File: config.mk
export PLATFORM = sky130hd
export DESIGN_NAME = power_control
export DESIGN_NICKNAME = d
export VERILOG_FILES = /design/src/rtl/variable_pkg.sv /design/src/rtl/tick_gen.sv /design/src/rtl/power_control.sv
export SDC_FILE = /design/constraint.sdc
export NUM_CORES = 1
export LEC_CHECK = 0
export BUFFER_PORTS_ARGS = -buffer_cell sky130_fd_sc_hd__buf_2
export CORE_UTILIZATION = 57
export DETAILED_ROUTE_END_ITERATION = 6
export PLACE_DENSITY_LB_ADDON = 0.15
export REMOVE_ABC_BUFFERS = 1
export SLEW_MARGIN = 30
export SYNTH_ARGS = -nofsm -noshare
export SYNTH_HDL_FRONTEND = slang
export SYNTH_SLANG_ARGS = --single-unit
export TNS_END_PERCENT = 100
File: constraint.sdc
create_clock -name clk60MHz -period 2.7 [get_ports clk60MHz]
set_input_delay 0.54 -clock clk60MHz [delete_from_list [all_inputs] [get_ports clk60MHz]]
set_output_delay 0.54 -clock clk60MHz [all_outputs]
set_load 0.02 [all_outputs]
File: src/rtl/variable_pkg.sv
// Shared game constants and types used by the power-bar logic.
package variable_pkg;

    localparam logic [1:0] PLAYER_1 = 2'b01;
    localparam logic [1:0] PLAYER_2 = 2'b10;

    // Top of the power range; must fit in 5 bits.
    localparam int unsigned MAX_POWER = 31;
    // 25 ms per power step at 60 MHz.
    localparam int unsigned POWER_TICK_CYCLES = 1_500_000;

    typedef enum logic [1:0] {
        IDLE,
        CHARGE,
        FLIGHT
    } power_state_t;

    typedef enum logic {
        DIR_UP,
        DIR_DOWN
    } power_dir_t;

endpackage

File: src/rtl/tick_gen.sv
// Prescaler producing a one-cycle tick every TICK_CYCLES cycles; clear holds it at zero.
module tick_gen #(
    parameter int unsigned TICK_CYCLES = variable_pkg::POWER_TICK_CYCLES
) (
    input  logic clk60MHz,
    input  logic rst,
    input  logic clear,
    output logic tick
);

    localparam int unsigned CW = (TICK_CYCLES > 1) ? $clog2(TICK_CYCLES) : 1;
    localparam logic [CW-1:0] LAST = CW'(TICK_CYCLES - 1);

    logic [CW-1:0] count_q;
    logic [CW-1:0] count_d;

    // Tick on the last count, then wrap; clear forces the count back to zero.
    always_comb begin
        tick    = !clear && (count_q == LAST);
        count_d = count_q + 1'b1;
        if (clear || tick) begin
            count_d = '0;
        end
    end

    // Prescaler register.
    always_ff @(posedge clk60MHz) begin
        if (rst) begin
            count_q <= '0;
        end else begin
            count_q <= count_d;
        end
    end

endmodule

File: src/rtl/power_control.sv
// Shot-strength charger: holding the shoot key bounces power between 0 and
// MAX_POWER; release latches it and strobes fire, then the bar holds until
// the projectile is done.
module power_control #(
    parameter int unsigned TICK_CYCLES = variable_pkg::POWER_TICK_CYCLES,
    parameter int unsigned MAX_POWER   = variable_pkg::MAX_POWER
) (
    input  logic       clk60MHz,
    input  logic       rst,
    input  logic       key_shoot,
    input  logic [1:0] current_player,
    input  logic [1:0] local_player,
    input  logic       projectile_done,
    output logic [4:0] power,
    output logic [4:0] shot_power,
    output logic       fire,
    output logic       busy
);

    import variable_pkg::*;

    localparam logic [4:0] MAX_P = 5'(MAX_POWER);

    power_state_t state_q, state_d;
    power_dir_t   dir_q, dir_d;
    logic [4:0]   power_q, power_d;
    logic [4:0]   shot_power_q, shot_power_d;
    logic         fire_q, fire_d;
    logic         busy_q, busy_d;
    logic         key_prev_q;
    logic         my_turn;
    logic         key_rise;
    logic         tick;
    logic         tick_clear;

    // Prescaler only runs while charging, so it restarts from zero on every entry.
    assign tick_clear = (state_q != CHARGE);

    tick_gen #(
        .TICK_CYCLES(TICK_CYCLES)
    ) u_tick_gen (
        .clk60MHz(clk60MHz),
        .rst     (rst),
        .clear   (tick_clear),
        .tick    (tick)
    );

    // Next-state, bounce stepping and fire strobe.
    always_comb begin
        state_d      = state_q;
        dir_d        = dir_q;
        power_d      = power_q;
        shot_power_d = shot_power_q;
        fire_d       = 1'b0;
        my_turn      = (current_player == local_player);
        key_rise     = key_shoot && !key_prev_q;

        case (state_q)
            IDLE: begin
                if (key_rise && my_turn) begin
                    state_d = CHARGE;
                    dir_d   = DIR_UP;
                    power_d = '0;
                end
            end
            CHARGE: begin
                // Priority: turn loss aborts, then release fires, then tick steps.
                if (!my_turn) begin
                    state_d = IDLE;
                    power_d = '0;
                end else if (!key_shoot) begin
                    state_d      = FLIGHT;
                    shot_power_d = power_q;
                    fire_d       = 1'b1;
                end else if (tick) begin
                    if (dir_q == DIR_UP) begin
                        if (power_q >= MAX_P) begin
                            power_d = MAX_P - 5'd1;
                            dir_d   = DIR_DOWN;
                        end else begin
                            power_d = power_q + 5'd1;
                        end
                    end else begin
                        if (power_q == '0) begin
                            power_d = 5'd1;
                            dir_d   = DIR_UP;
                        end else begin
                            power_d = power_q - 5'd1;
                        end
                    end
                end
            end
            FLIGHT: begin
                if (projectile_done) begin
                    state_d = IDLE;
                    power_d = '0;
                end
            end
            default: begin
                state_d = IDLE;
                power_d = '0;
            end
        endcase

        busy_d = (state_d != IDLE);
    end

    // State and output registers.
    always_ff @(posedge clk60MHz) begin
        if (rst) begin
            state_q      <= IDLE;
            dir_q        <= DIR_UP;
            power_q      <= '0;
            shot_power_q <= '0;
            fire_q       <= 1'b0;
            busy_q       <= 1'b0;
            key_prev_q   <= 1'b0;
        end else begin
            state_q      <= state_d;
            dir_q        <= dir_d;
            power_q      <= power_d;
            shot_power_q <= shot_power_d;
            fire_q       <= fire_d;
            busy_q       <= busy_d;
            key_prev_q   <= key_shoot;
        end
    end

    assign power      = power_q;
    assign shot_power = shot_power_q;
    assign fire       = fire_q;
    assign busy       = busy_q;

endmodule

==> Word level (Yosys, flattened, before mapping) <==
Index checks and enable logic that the tools add are counted.
{ "classes": {"n_addsub": 3, "mul": 0, "n_div": 0, "magnitude_cmp": 1, "eq_ne": 12, "shift": 0, "muxes": 23, "bitwise": 3, "reduce_logical": 15} }
{ "op_table": {"columns": ["cell", "count"], "rows": [
  ["2-to-1 mux 5 bit", 8],
  ["adder 21 x 1 -> 21 bit (second input constant)", 1],
  ["equality test 21 bit (second input constant)", 1],
  ["case mux 5 bit (3 select lines)", 1],
  ["!= test 2 bit (second input constant)", 5],
  ["2-to-1 mux 1 bit", 8],
  ["2-to-1 mux 2 bit", 4],
  ["!= test 3 bit (second input constant)", 2],
  ["case mux 2 bit (3 select lines)", 1],
  ["adder 5 x 1 -> 5 bit (second input constant)", 1],
  ["greater-or-equal comparator 5 bit (second input constant)", 1],
  ["zero test 5 bit", 1],
  ["AND reduction 5 bit", 1],
  ["subtractor 5 x 1 -> 5 bit (second input constant)", 1],
  ["AND reduction 4 bit", 1],
  ["nonzero test 2 bit", 2],
  ["logical AND 1 bit", 3],
  ["NOT 1 bit", 3],
  ["AND reduction 3 bit", 1],
  ["OR reduction 3 bit", 1],
  ["equality test 2 x 1 -> 1 bit (second input constant)", 1],
  ["equality test 2 bit", 1],
  ["equality test 2 bit (second input constant)", 1],
  ["zero test 1 bit", 2],
  ["other kinds (5)", 5]
]} }
{ "totals": {"ff_bits": 37, "latchBits": 0, "ramBits": 0, "romBits": 0, "output_inout_bits": 12, "mem_count": 0} }

==> Depth between registers and ports, before layout <==
{ "logic_depth": {"ltp_word": 7, "mapped_depth": 8} }

==> Modules after synthesis <==
Synthesis repeated with hierarchy kept, for this count alone.
{ "hier_totals": {"hier_cells": 208, "area_unflattened_um2": 1864.3} }
{ "by_module_without_submodules": {"columns": ["mod", "instances", "cells_each", "area_per_inst_um2"], "rows": [
  ["tick_gen", 1, 109, 996.0],
  ["power_control", 1, 99, 868.3]
]} }

==> Least setup slack after synthesis <==
Ideal clock, no wire load.
{ "synth_path": {"path_type": "register to register", "startpoint": "register u_tick_gen.count_q[0]", "endpoint": "register u_tick_gen.count_q[20]", "setup_ps": 127, "t_arrival_ps": 1809, "required_ps": 2573, "path_slack_ps": 764, "path_stages_with_launch": 8, "n_path_buf": 1, "synth_period_minus_slack_ps": 1936, "cell_sequence": "dfxtp_1 -> ha_1 -> nand4_4 -> or4_4 -> buf_6 -> nor4_4 -> xnor2_1 -> nor2_2"} }
{ "synth_between": {"elab_chain_cells": 4} }
{ "synth_rtl": {"columns": ["item", "line", "text"], "rows": [
  ["start: declaration", "tick_gen.sv:14", "logic [CW-1:0] count_q;"],
  ["start signal: assignment", "tick_gen.sv:31", "count_q <= count_d;"],
  ["parallel branches: the longest is 4 deep, another holds adder 21 x 1 -> 21 bit", null, null]
]} }
Several ways; the timed one is not identified.
A chain may end at the register's enable or synchronous reset.

==> Worst setup path after layout <==
{ "layout_path": {"startpoint": "register power_q[0] (netlist: power[0])", "endpoint": "register power_q[4] (netlist: power[4])"} }
{ "layout_between": {"elab_chain_cells": 7} }
{ "layout_rtl": {"columns": ["item", "line", "text"], "rows": [
  ["start: declaration", "power_control.sv:26", "logic [4:0] power_q, power_d;"],
  ["start signal: assignment", "power_control.sv:121", "power_q <= power_d;"],
  ["adder 5 x 1 -> 5 bit (tied with other cells)", "power_control.sv:81", "power_d = power_q + 5'd1;"],
  ["2-to-1 mux 5 bit (on tied branches)", "power_control.sv:77, power_control.sv:84", null],
  ["2-to-1 mux 5 bit *", "power_control.sv:76", "if (dir_q == DIR_UP) begin"],
  ["2-to-1 mux 5 bit *", "power_control.sv:75", "end else if (tick) begin"],
  ["2-to-1 mux 5 bit *", "power_control.sv:71", "end else if (!key_shoot) begin"],
  ["2-to-1 mux 5 bit *", "power_control.sv:68", "if (!my_turn) begin"],
  ["case mux 5 bit (3 select lines) *", "power_control.sv:58", "case (state_q)"]
]} }
Every way passes the cells marked *; elsewhere a longest branch is shown, timed or not. The select of a mux whose other input is x is not followed.

==> run_results.csv <==
group,metric,value,unit
status,status,"finished, final reports clean",
timing,min_period_over_period,80.1,%
synth,synth-seq-area-share,40.3,%
drt,ant_nets,0,
critical_path,cp-start-kind,"register",
synth,ys_seq_elements,37,
run,maxCapViolCount,0,
die,io_pins,20,
die,core.rowCount,20,
timing,tns,0,ns
drt,routedWlPerCell,12.9,µm
die,die_area,3450,µm²
timing,report.final.hold_viol_count,0,
layout,regArea,741,µm²
timing,rsz0062_at_grt,"no",
clock_tree,h-tree-depth,2,
clock_tree,postCtsSetupBuffers,0,
clock_tree,cts_tree,"done",
timing,maxSlewHeadroom,54.0,%
layout,antennaDiodeCount,0,
layout,fin_nets,240,
timing,setup_violations,0,
grt,antenna_found_initial,0,
synth,synth_cell_types,43,
place,hpwl,2530,µm
synth,async_reset_ff_share,0,%
synth,syn_inst,210,
clock_tree,cts.sinks,37,
layout,final_cells,273,
grt,grt_pass1_vias,1428,
grt,grt_util_met3,7.03,%
power_and_ir_drop,power_density,432,nW/µm²
clock_tree,cts_hold_buffers,0,
critical_path,worstPathMaxFanout,8,
drt,dr.pass1.iters,4,
drt,post_drt_via_cell_ratio,5.52,
layout,n_fill_cell,277,
die,die_h,58.8,µm
timing,fmax,462,MHz
grt,grt_max_degree,21,
synth,yosysWarningCount,0,
power_and_ir_drop,ir_worst_vdd,293,µV
synth,ys.flop_type,"dfxtp_1",
place,dp.cells,265,
timing,clock_skew,0.0140,ns
place,pre_cts_ws,0.545,ns
critical_path,crit_type,"reg2reg",
critical_path,arrival,2.46,ns
critical_path,worstPathRequired,3.00,ns
drt,drt_wl_total,3520,µm
layout,multi_input_area,1020,µm²
die,core,3050,µm²
timing,worst_slack,0.537,ns
synth,synth_enable_flop_cells,0,
die,die_w,58.8,µm
power_and_ir_drop,finalPower,0.866,mW
synth,synth_area_per_cell,8.75,µm²
timing,finalCriticalPeriod,2.16,ns
worst_hold_path,hold_class,"in2reg",
timing,slew_viol_final,0,
layout,final_area,2000,µm²
die,start_util,60.2,%
clock_tree,post_cts_resized,0,
drt,drtIter0Drc,68,
clock_tree,clockRootBuffer,"clkbuf_4",
layout,layout-drive-gt1-share,16.6,%
drt,drc_errors,0,
place,io_buffers,19,
drt,vias,1507,
grt,gr-total-overflow,0,
power_and_ir_drop,power.leakage,0.717,nW
clock_tree,clk_pin_slew,0.11,ns
grt,grt_pass1_wl,6220,µm
synth,synth_area,1840,µm²
clock_tree,cts_buffer_depth,2,
place,routabilityCongestion,0.955,
layout,area_growth,9.06,%
grt,met2_usage,41.1,%
grt,met1_usage,27.5,%
clock_tree,tritoncts.num_buffers,5,
timing,tightest_slew,0.688,ns
critical_path,endpoint_kind,"register",
clock_tree,clock_latency,0.35,ns
grt,grtUsageTotal,24.0,%
grt,gr-max-usage-layer,"met2",
place,placedInstanceArea,1950,µm²
## state kept, by name, summed over array words and instances (netlist names)
name,cells
u_tick_gen.count_q,21
power,5
shot_power,5
state_q,2
busy,1
dir_q,1
fire,1
key_prev_q,1
## placed cells by master (no fill, tap or decap), types with 2 or more instances in the layout
master / Yosys / routed
dfxtp_1: 37 / 37
nor2_1: 35 / 35
buf_2: 1 / 19
xnor2_1: 15 / 15
nand2_1: 13 / 13
inv_1: 10 / 10
nand3_1: 10 / 10
mux2i_1: 9 / 9
a21oi_1: 7 / 7
nand2b_1: 6 / 6
xor2_1: 6 / 6
clkbuf_4: 0 / 5
and3_1: 4 / 4
nor3_1: 4 / 4
o21ai_0: 4 / 4
ha_1: 4 / 4
nor4_2: 3 / 3
nand4_1: 3 / 3
nand3b_1: 3 / 3
or3_1: 2 / 2
a2111oi_0: 2 / 2
a31oi_1: 2 / 2
nor2_2: 2 / 2
o211ai_1: 2 / 2
clkinv_2: 0 / 2
## layout make-up
| type | instances | share of cell area [%] |
|---|---|---|
| Multi-Input combinational cell | 154 | 50.7 |
| Sequential cell | 37 | 37.0 |
| Timing Repair Buffer | 20 | 5.12 |
| Tap cell | 44 | 2.75 |
| Clock buffer | 6 | 2.06 |
| Inverter | 10 | 1.87 |
| Clock inverter | 2 | 0.500 |
## logic make-up (layout without fill, tap and decap cells)
kind of cell / count (synthesis) / in the layout / share of synthesized area, %
compound gates: 20 / 20 / 6.61
fa+ha+maj: 4 / 4 / 2.72
simple gates: 99 / 99 / 30.5
xor+xnor: 21 / 21 / 10.0
flops: 37 / 37 / 40.3
mux: 10 / 10 / 5.52
buf+inv: 19 / 38 / 4.36
## where the power goes
group / internal [mW] / switching [mW]
sequential: 0.548 / 0.00134
combinational: 0.0145 / 0.0207
clock: 0.0992 / 0.182
total: 0.662 / 0.204
## critical path: stages, from the launching register on
cell and delay [ns]:
dfxtp_1 0.50, ha_1 0.23, and3_1 0.17, ha_1 0.19, nor2_1 0.06, o21ai_0 0.19
nor2_1 0.07, a2111oi_0 0.47, mux2_2 0.24
## metal layers
metal  vias up  wire length (µm)  share of wire (%)
met2        32              1780                 51
li1        758                 -                  -
met1       708              1540                 44
met4         0                63                1.8
met5         -                 0                  0
met3         9               133                3.8
## per-stage QoR
step	hold WS, ns	utilization (%)
global placement	0.431	63.9
finish	0.422	65.6
detailed placement	0.479	63.9
floorplan	0.418	-
CTS	0.413	65.6
global route	0.400	65.6
## Yosys cell counts, drive strengths merged, types with 2 or more instances
library cell	n	area, µm²
o21ai	4	20.0
ha	4	50.1
nand2	13	48.8
nor4	5	65.1
inv	10	37.5
clkbuf	7	26.3
a21oi	7	35.0
or3	2	12.5
a2111oi	2	17.5
nand3b	3	22.5
nand3	10	50.1
dfxtp	37	741
nand4	4	40.0
a31oi	2	12.5
mux2i	9	90.1
nand2b	6	37.5
xnor2	15	131
xor2	6	52.6
and3	4	25.0
buf	2	16.3
o211ai	2	15.0
nor2	37	144
nor3	5	30.0
or4	2	18.8
## worst paths after layout
| kind | start | endpoint | slack (ns) | cells after the start |
|---|---|---|---|---|
| min | key_shoot | fire | 0.42 | 2 |
| min reg2reg | u_tick_gen.count_q[0] | u_tick_gen.count_q[0] | 0.48 | 1 |
| max reg2reg | power[0] | power[4] | 0.54 | 8 |
| max | power[0] | power[4] | 0.54 | 8 |
Note: power is estimated with default switching activity, not from simulation.
